File: config.mk
export PLATFORM = sky130hd
export DESIGN_NAME = prbs_stream_gen
export DESIGN_NICKNAME = d
export VERILOG_FILES = /design/src/rtl/prbs_pkg.sv /design/src/rtl/sync_fifo.sv /design/src/rtl/prbs_stream_gen.sv
export SDC_FILE = /design/constraint.sdc
export NUM_CORES = 1
export LEC_CHECK = 0
export CAP_MARGIN = 40
export CORE_MARGIN = 10
export CORE_UTILIZATION = 50
export DETAILED_ROUTE_END_ITERATION = 8
export PLACE_DENSITY = 0.74
export SLEW_MARGIN = 20
export SYNTH_ARGS = -nofsm -noshare
export SYNTH_HDL_FRONTEND = slang
export SYNTH_HIERARCHICAL = 1
export SYNTH_SLANG_ARGS = --single-unit
File: constraint.sdc
create_clock -name clk -period 8.85 [get_ports clk]
set_input_delay 0.885 -clock clk [delete_from_list [all_inputs] [get_ports clk]]
set_output_delay 0.885 -clock clk [all_outputs]
set_load 0.005 [all_outputs]
File: src/rtl/prbs_pkg.sv
// Shared types and helpers for the PRBS stream generator.
package prbs_pkg;

  // Widest LFSR the shared step function supports
  localparam int unsigned LFSR_MAX_W = 32;

  // Default 8-bit Galois feedback mask (x^8 + x^6 + x^5 + x^4 + 1)
  localparam logic [7:0] PRBS_DEFAULT_POLY = 8'hB8;

  typedef enum logic [1:0] {
    ST_IDLE  = 2'd0,
    ST_RUN   = 2'd1,
    ST_BURST = 2'd2
  } prbs_state_e;

  // One Galois step: emits state[0] and returns the next state.
  // Narrower LFSRs pass zero-extended state/poly; upper bits stay zero.
  function automatic logic [LFSR_MAX_W-1:0] lfsr_step(
    input  logic [LFSR_MAX_W-1:0] state,
    input  logic [LFSR_MAX_W-1:0] poly,
    output logic                  bit_out
  );
    bit_out   = state[0];
    lfsr_step = (state >> 1) ^ (state[0] ? poly : '0);
  endfunction

endpackage

File: src/rtl/sync_fifo.sv
// Synchronous first-word fall-through FIFO with registered head and valid.
module sync_fifo #(
  parameter int unsigned DATA_WIDTH = 8,
  parameter int unsigned FIFO_DEPTH = 8
) (
  input  logic                          clk,
  input  logic                          reset,
  input  logic                          push,
  input  logic [DATA_WIDTH-1:0]         push_data,
  input  logic                          pop,
  output logic [DATA_WIDTH-1:0]         pop_data,
  output logic                          valid,
  output logic                          empty,
  output logic                          full,
  output logic [$clog2(FIFO_DEPTH):0]   level
);

  localparam int unsigned PTR_W = $clog2(FIFO_DEPTH);
  localparam int unsigned LVL_W = PTR_W + 1;

  logic [DATA_WIDTH-1:0] mem [FIFO_DEPTH];
  logic [PTR_W-1:0]      rd_ptr_q;
  logic [PTR_W-1:0]      wr_ptr_q;
  logic [LVL_W-1:0]      count_q;
  logic [DATA_WIDTH-1:0] head_q;
  logic                  valid_q;

  logic                  do_push;
  logic                  do_pop;
  logic [LVL_W-1:0]      count_d;
  logic [PTR_W-1:0]      rd_ptr_d;
  logic                  head_from_input;

  assign full     = (count_q == LVL_W'(FIFO_DEPTH));
  assign do_pop   = pop && valid_q;
  assign do_push  = push && (!full || do_pop);

  // Next occupancy / read pointer and whether the incoming word becomes the head
  always_comb begin
    count_d         = count_q + LVL_W'(do_push) - LVL_W'(do_pop);
    rd_ptr_d        = rd_ptr_q + PTR_W'(do_pop);
    head_from_input = do_push && (count_q == LVL_W'(do_pop));
  end

  // Storage array; contents are don't-care until written
  always_ff @(posedge clk) begin
    if (do_push) begin
      mem[wr_ptr_q] <= push_data;
    end
  end

  // Pointers, occupancy and the registered FWFT head
  always_ff @(posedge clk) begin
    if (reset) begin
      rd_ptr_q <= '0;
      wr_ptr_q <= '0;
      count_q  <= '0;
      head_q   <= '0;
      valid_q  <= 1'b0;
    end else begin
      rd_ptr_q <= rd_ptr_d;
      wr_ptr_q <= wr_ptr_q + PTR_W'(do_push);
      count_q  <= count_d;
      valid_q  <= (count_d != '0);
      if (head_from_input) begin
        head_q <= push_data;
      end else if (do_pop && (count_d != '0)) begin
        head_q <= mem[rd_ptr_d];
      end
    end
  end

  assign pop_data = head_q;
  assign valid    = valid_q;
  assign empty    = !valid_q;
  assign level    = count_q;

endmodule

File: src/rtl/prbs_stream_gen.sv
// PRBS word source: Galois LFSR -> LSB-first packer -> FWFT FIFO stream.
// Optional build macro PRBS_STREAM_ERR_INJECT_EN adds the err_inject port,
// which flips bit 0 of the next word written to the FIFO.
// LFSR_WIDTH is limited to prbs_pkg::LFSR_MAX_W.
module prbs_stream_gen
  import prbs_pkg::*;
#(
  parameter int unsigned           LFSR_WIDTH     = 8,
  parameter logic [LFSR_WIDTH-1:0] LFSR_POLY      = LFSR_WIDTH'(PRBS_DEFAULT_POLY),
  parameter logic [LFSR_WIDTH-1:0] LFSR_SEED      = LFSR_WIDTH'(1),
  parameter int unsigned           BITS_PER_CLOCK = 1,
  parameter int unsigned           DATA_WIDTH     = 8,
  parameter int unsigned           FIFO_DEPTH     = 8
) (
  input  logic                        clk,
  input  logic                        reset,
  input  logic                        enable,
  input  logic                        burst_start,
  input  logic [15:0]                 burst_len,
  output logic                        burst_busy,
  input  logic                        seed_load,
  input  logic [LFSR_WIDTH-1:0]       seed_value,
`ifdef PRBS_STREAM_ERR_INJECT_EN
  input  logic                        err_inject,
`endif
  output logic [DATA_WIDTH-1:0]       m_data,
  output logic                        m_valid,
  input  logic                        m_ready,
  output logic [$clog2(FIFO_DEPTH):0] fifo_level
);

  localparam int unsigned BIT_CNT_W = $clog2(DATA_WIDTH + 1);

  prbs_state_e               state_q;
  logic [15:0]               words_left_q;
  logic [LFSR_WIDTH-1:0]     lfsr_q;
  logic [DATA_WIDTH-1:0]     word_q;
  logic [BIT_CNT_W-1:0]      bit_cnt_q;

  logic [LFSR_WIDTH-1:0]     lfsr_c;
  logic [BITS_PER_CLOCK-1:0] chunk_c;
  logic                      step_bit;
  logic [DATA_WIDTH-1:0]     word_c;
  logic                      word_done;
  logic                      advance;
  logic                      pop;
  logic                      push;
  logic [DATA_WIDTH-1:0]     push_data;
  logic                      fifo_full;
  logic                      fifo_empty;

  assign pop     = m_ready && !fifo_empty;
  assign advance = ((state_q == ST_RUN) || (state_q == ST_BURST)) && (!fifo_full || pop);
  assign push    = advance && word_done;

  // BITS_PER_CLOCK LFSR steps and the packer word they would produce
  always_comb begin
    lfsr_c   = lfsr_q;
    chunk_c  = '0;
    step_bit = 1'b0;
    for (int i = 0; i < int'(BITS_PER_CLOCK); i++) begin
      lfsr_c     = LFSR_WIDTH'(lfsr_step(LFSR_MAX_W'(lfsr_c), LFSR_MAX_W'(LFSR_POLY), step_bit));
      chunk_c[i] = step_bit;
    end
    word_c    = word_q | (DATA_WIDTH'(chunk_c) << bit_cnt_q);
    word_done = (bit_cnt_q == BIT_CNT_W'(DATA_WIDTH - BITS_PER_CLOCK));
  end

`ifdef PRBS_STREAM_ERR_INJECT_EN
  logic inj_pending_q;

  // Sticky injection request, consumed by the next FIFO write
  always_ff @(posedge clk) begin
    if (reset) begin
      inj_pending_q <= 1'b0;
    end else if (push && inj_pending_q) begin
      inj_pending_q <= 1'b0;
    end else if (err_inject) begin
      inj_pending_q <= 1'b1;
    end
  end

  assign push_data = word_c ^ DATA_WIDTH'(inj_pending_q);
`else
  assign push_data = word_c;
`endif

  // Mode FSM: free-run, counted burst, and the burst_busy flag
  always_ff @(posedge clk) begin
    if (reset) begin
      state_q      <= ST_IDLE;
      words_left_q <= '0;
      burst_busy   <= 1'b0;
    end else begin
      case (state_q)
        ST_IDLE: begin
          if (burst_start && (burst_len != '0)) begin
            state_q      <= ST_BURST;
            words_left_q <= burst_len;
            burst_busy   <= 1'b1;
          end else if (enable) begin
            state_q <= ST_RUN;
          end
        end
        ST_RUN: begin
          if (!enable) begin
            state_q <= ST_IDLE;
          end
        end
        ST_BURST: begin
          if (push) begin
            words_left_q <= words_left_q - 16'd1;
            if (words_left_q == 16'd1) begin
              state_q    <= ST_IDLE;
              burst_busy <= 1'b0;
            end
          end
        end
        default: begin
          state_q    <= ST_IDLE;
          burst_busy <= 1'b0;
        end
      endcase
    end
  end

  // LFSR state and packer; reseed only while idle, partial words survive pauses
  always_ff @(posedge clk) begin
    if (reset) begin
      lfsr_q    <= LFSR_SEED;
      word_q    <= '0;
      bit_cnt_q <= '0;
    end else if (state_q == ST_IDLE) begin
      if (seed_load) begin
        lfsr_q    <= (seed_value == '0) ? LFSR_SEED : seed_value;
        word_q    <= '0;
        bit_cnt_q <= '0;
      end
    end else if (advance) begin
      lfsr_q <= lfsr_c;
      if (word_done) begin
        word_q    <= '0;
        bit_cnt_q <= '0;
      end else begin
        word_q    <= word_c;
        bit_cnt_q <= bit_cnt_q + BIT_CNT_W'(BITS_PER_CLOCK);
      end
    end
  end

  sync_fifo #(
    .DATA_WIDTH (DATA_WIDTH),
    .FIFO_DEPTH (FIFO_DEPTH)
  ) u_fifo (
    .clk       (clk),
    .reset     (reset),
    .push      (push),
    .push_data (push_data),
    .pop       (pop),
    .pop_data  (m_data),
    .valid     (m_valid),
    .empty     (fifo_empty),
    .full      (fifo_full),
    .level     (fifo_level)
  );

endmodule

==> metrics list <==
- Of the cells placed in the final design, the portion with a size suffix greater than 1 is 0.102.
* Die H: 129 microns
- Across the routed clock network, the largest skew measured is roughly 0.013 ns.
* Pre-CTS WS: 4.24 ns
* Yosys Warn Count: 6
* Maximum single-stage delay on the critical path: between 0.6 and 0.7 ns
- Num rows: 39
* Headroom to the max-slew limit: 0.422
- Setup repair after global routing left no endpoint under its margin.
* Maximum fanout encountered on the critical timing path: 16
- After layout, the design draws a total of 1.57 mW.
- Final hold analysis gives a worst-case slack of 0.459 ns.
- Buffers added to address setup during post-CTS repair amount to 0.
- Final Hold Vio Count: 0
- Yosys mapped a number of flops with a built-in enable equal to 64.
- Share of cell area taken by muxes after synthesis: 0.0928
- Data on the critical path is required at its endpoint by 9.20 ns.
- Largest cells by area after synthesis: sky130_fd_sc_hd__edfxtp_1 (32%), sky130_fd_sc_hd__dfxtp_1 (20%), sky130_fd_sc_hd__mux4_1 (6.2%)
- Vias in the first global route: 4,354
* Average instance area after synthesis: approximately 11 sq um
* Clock latency at the later pin of the worst-skew pair: around 0.42 ns
* Most common library cells after synthesis: sky130_fd_sc_hd__edfxtp_1 (64), sky130_fd_sc_hd__dfxtp_1 (58), sky130_fd_sc_hd__a21oi_1 (51)
- In this run the worst setup path begins at m_ready.
- The signal on the critical path passes through clkdlybuf4s50_1 -> nand2b_1 -> a211oi_1 -> nand2b_1 -> o21ai_1 -> ha_1 -> fa_1 -> xnor2_1 -> nand2_1 -> nor3_2 -> buf_4 -> or4_1 -> a31oi_1.
- STA classifies the critical path startpoint as a primary input.
* Most used flip-flop cell after synthesis: sky130_fd_sc_hd__edfxtp_1
- The number of clock buffers added by TritonCTS is 17.
- Entering global routing, the biggest net connects 44 pins.
- Among the stages of the critical path, the cell type that occurs most often is sky130_fd_sc_hd__nand2b_1.
- The worst setup path is captured at a flip-flop.
- Pin placement for this block handled 44 I/O pins.
* P_leak: around 2.5 nW
- Total of endpoints with negative setup slack in the final report: 0
* Area fraction in compound gates after synthesis: 0.140
- The worst-case IR drop observed on VDD is 0.163 mV.
- Final clock period utilization by the worst path: 0.449
* CTS hold repair buffers: 0
- The startpoint identified for the worst register-to-register timing path is bit_cnt_q[1]$_SDFFE_PP0P_.
- DR vias: 4,507
* Most instantiated library cell after synthesis: sky130_fd_sc_hd__edfxtp_1
* CTS sink cnt: 122
- Post-Synthesis Net Count: 576
- Core Util, Final: 0.617
- Pins over their slew limit: 0
- After clock tree synthesis, the repair step resized 0 gates.
* Global Route Usage Sum: 0.165
- CORE AREA: 11,500 sq um
- The number of different library cells used by synthesis comes to 67.
- Post-route worst setup slack: 4.88 ns
- Via-to-Cell Ratio: 6.17
- Antenna Nets Post-Route: 0
* Netlist area before placement: 5930 sq um
- Final Wtd Congestion: 0.830
- The floorplan step defined a die boundary enclosing 16,600 sq um.
- Upper clock frequency limit: around 0.25 GHz
- The routed design could run at a clock period as short as 3.97 ns.
- The share of the Yosys chip area taken by registers is 0.520.
- Wires add up to 13,500 microns.
- Maxcap violations: 0
- Of the total synthesized cell area, the portion taken by full adders, half adders and majority gates is 0.0350.
- The final layout contains 620 nets.
* Area growth, synth to finish: 19.9%
- Share of synthesized cell area in and, or, nand and nor gates: 0.163
- In this run, synthesis produced a sequential element count of 122.
* Filler Cell Count: about 910
* Clock tree from TritonCTS: built
- Starting utilization of the core area: 0.515
* First DRT Iteration DRCs: 616
- Antenna fix cells: 0
- Number of antenna violations at the first check in global routing: 0
- In this run the deepest clock path goes through 2 buffers.
* Number of iterations in the first detailed-routing pass: 5
- Fin Setup TNS: 0 ns
* Ys async rst share: 0
- The share of synthesized area in the top cell type comes to 0.324.
- Counting every instance in the synthesized netlist gives 530.
- Buffers added on ports: 43
- The tightest min-delay check is of the flip-flop to flip-flop type.
- Of the total synthesized cell area, the portion taken by XOR and XNOR cells is 0.0116.
- Data arrives at the worst endpoint at 4.33 ns.
* DRC viols: 0
- Post-detailed-route wirelength per cell: roughly 18 microns
- After clock tree synthesis, the clock-pin slew on the worst setup and hold paths is ~0.060 ns.
- Summed over all layers, the global routing overflow is 0.
- Global-route wire length before repair: 21,900 microns
* Start point of the worst hold path: word_q[2]$_SDFFE_PP0P_
* Top cell type by total area after synthesis: sky130_fd_sc_hd__edfxtp_1
- CP Class: primary input to flip-flop
* Pwr per Cell Area: 220 nW/um^2
- CTS root buf: sky130_fd_sc_hd__clkbuf_16
- The H-tree generated during clock tree synthesis spans 4 levels.
* Run status: finished clean
* Dominant combinational cell family by area after synthesis: simple AND/OR/NAND/NOR gates
- Detailed placer's ending HPWL: 9100 microns
- For the pin with the worst max-slew slack, the measured transition is between 0.8 and 0.9 ns.
- Measured along the x axis, the die boundary spans 129 microns.
* Cell at the slowest stage of the critical path: sky130_fd_sc_hd__a211oi_1
flip-flops by register name (all words and copies together) (netlist names):
register         count
u_fifo/mem          64
words_left_q        16
lfsr_q               8
u_fifo/pop_data      8
word_q               8
bit_cnt_q            4
u_fifo/level         4
u_fifo/rd_ptr_q      3
u_fifo/wr_ptr_q      3
state_q              2
burst_busy           1
u_fifo/valid         1
routing by layer:
metal | track usage | share of wire | up-vias | wire (microns)
met5 | 0 | 0 | - | 0
met4 | 0.0702 | 0.015 | 0 | 205
met3 | 0.0435 | 0.050 | 16 | 669
met2 | 0.253 | 0.47 | 177 | 6370
met1 | 0.217 | 0.46 | 2192 | 6250
li1 | - | - | 2122 | -
final timing paths:
check                                         end  depth (start not counted)  slack [ns]
hold reg to reg            word_q[2]$_SDFFE_PP0P_                          2        0.46
setup / recovery  u_fifo/pop_data[4]$_SDFFE_PP0P_                         13        4.88
hold / removal             word_q[2]$_SDFFE_PP0P_                          2        0.46
setup reg to reg  u_fifo/pop_data[4]$_SDFFE_PP0P_                         13        5.00
power by group:
group / internal, mW / leakage, nW / switching (mW)
Combinational: 0.0882 / 1.18 / 0.128
Sequential: 0.617 / 1.05 / 0.0224
Clock: 0.465 / 0.298 / 0.247
worst max-delay path, delay by kind of cell:
family,cells,cell delay [ns]
buf+inv,2,0.65
xor+xnor,1,0.16
fa+ha+maj,2,0.70
compound gates,3,0.85
simple gates,5,1.06
per-stage QoR:
stage | area (sq um) | std cells
after global routing | 7110 | 730
final | 7110 | 730
after CTS | 7060 | 725
after global placement | 6400 | 689
after floorplan | 5930 | 530
after detailed placement | 6450 | 693
cell families after synthesis:
group | Yosys count
xor+xnor | 7
buf+inv | 49
flops | 122
simple gates | 176
fa+ha+maj | 16
mux | 32
compound gates | 128
layout by cell type (no fill, tap or decap), types with 4 or more instances in the layout:
| cell | n |
|---|---|
| sky130_fd_sc_hd__nand2b_1 | 9 |
| sky130_fd_sc_hd__buf_4 | 6 |
| sky130_fd_sc_hd__clkbuf_16 | 17 |
| sky130_fd_sc_hd__clkinv_4 | 4 |
| sky130_fd_sc_hd__mux4_1 | 14 |
| sky130_fd_sc_hd__xnor2_1 | 6 |
| sky130_fd_sc_hd__a22oi_1 | 4 |
| sky130_fd_sc_hd__a31oi_1 | 11 |
| sky130_fd_sc_hd__nand3_1 | 15 |
| sky130_fd_sc_hd__a21oi_1 | 51 |
| sky130_fd_sc_hd__nand4_1 | 4 |
| sky130_fd_sc_hd__or2_2 | 5 |
| sky130_fd_sc_hd__or3_1 | 4 |
| sky130_fd_sc_hd__mux2i_1 | 16 |
| sky130_fd_sc_hd__nor2b_1 | 9 |
| sky130_fd_sc_hd__or4_1 | 11 |
| sky130_fd_sc_hd__edfxtp_1 | 64 |
| sky130_fd_sc_hd__a211oi_1 | 8 |
| sky130_fd_sc_hd__o21ai_0 | 13 |
| sky130_fd_sc_hd__inv_1 | 17 |
| sky130_fd_sc_hd__ha_1 | 15 |
| sky130_fd_sc_hd__nor2_1 | 39 |
| sky130_fd_sc_hd__a21o_1 | 7 |
| sky130_fd_sc_hd__nor3_1 | 13 |
| sky130_fd_sc_hd__dfxtp_1 | 58 |
| sky130_fd_sc_hd__nand2_1 | 28 |
| sky130_fd_sc_hd__nor4_1 | 10 |
| sky130_fd_sc_hd__and3_1 | 13 |
| sky130_fd_sc_hd__clkdlybuf4s50_1 | 42 |
final cells by class:
type	count	area, sq um	share of cell area
Sequential cell	122	3080	0.434
Inverter	19	71.3	0.0100
Timing Repair Buffer	55	538	0.0757
Tap cell	143	179	0.0252
Clock inverter	10	141	0.0199
Multi-Input combinational cell	359	2620	0.369
Clock buffer	22	474	0.0667
Note: power is estimated with default switching activity, not from simulation.
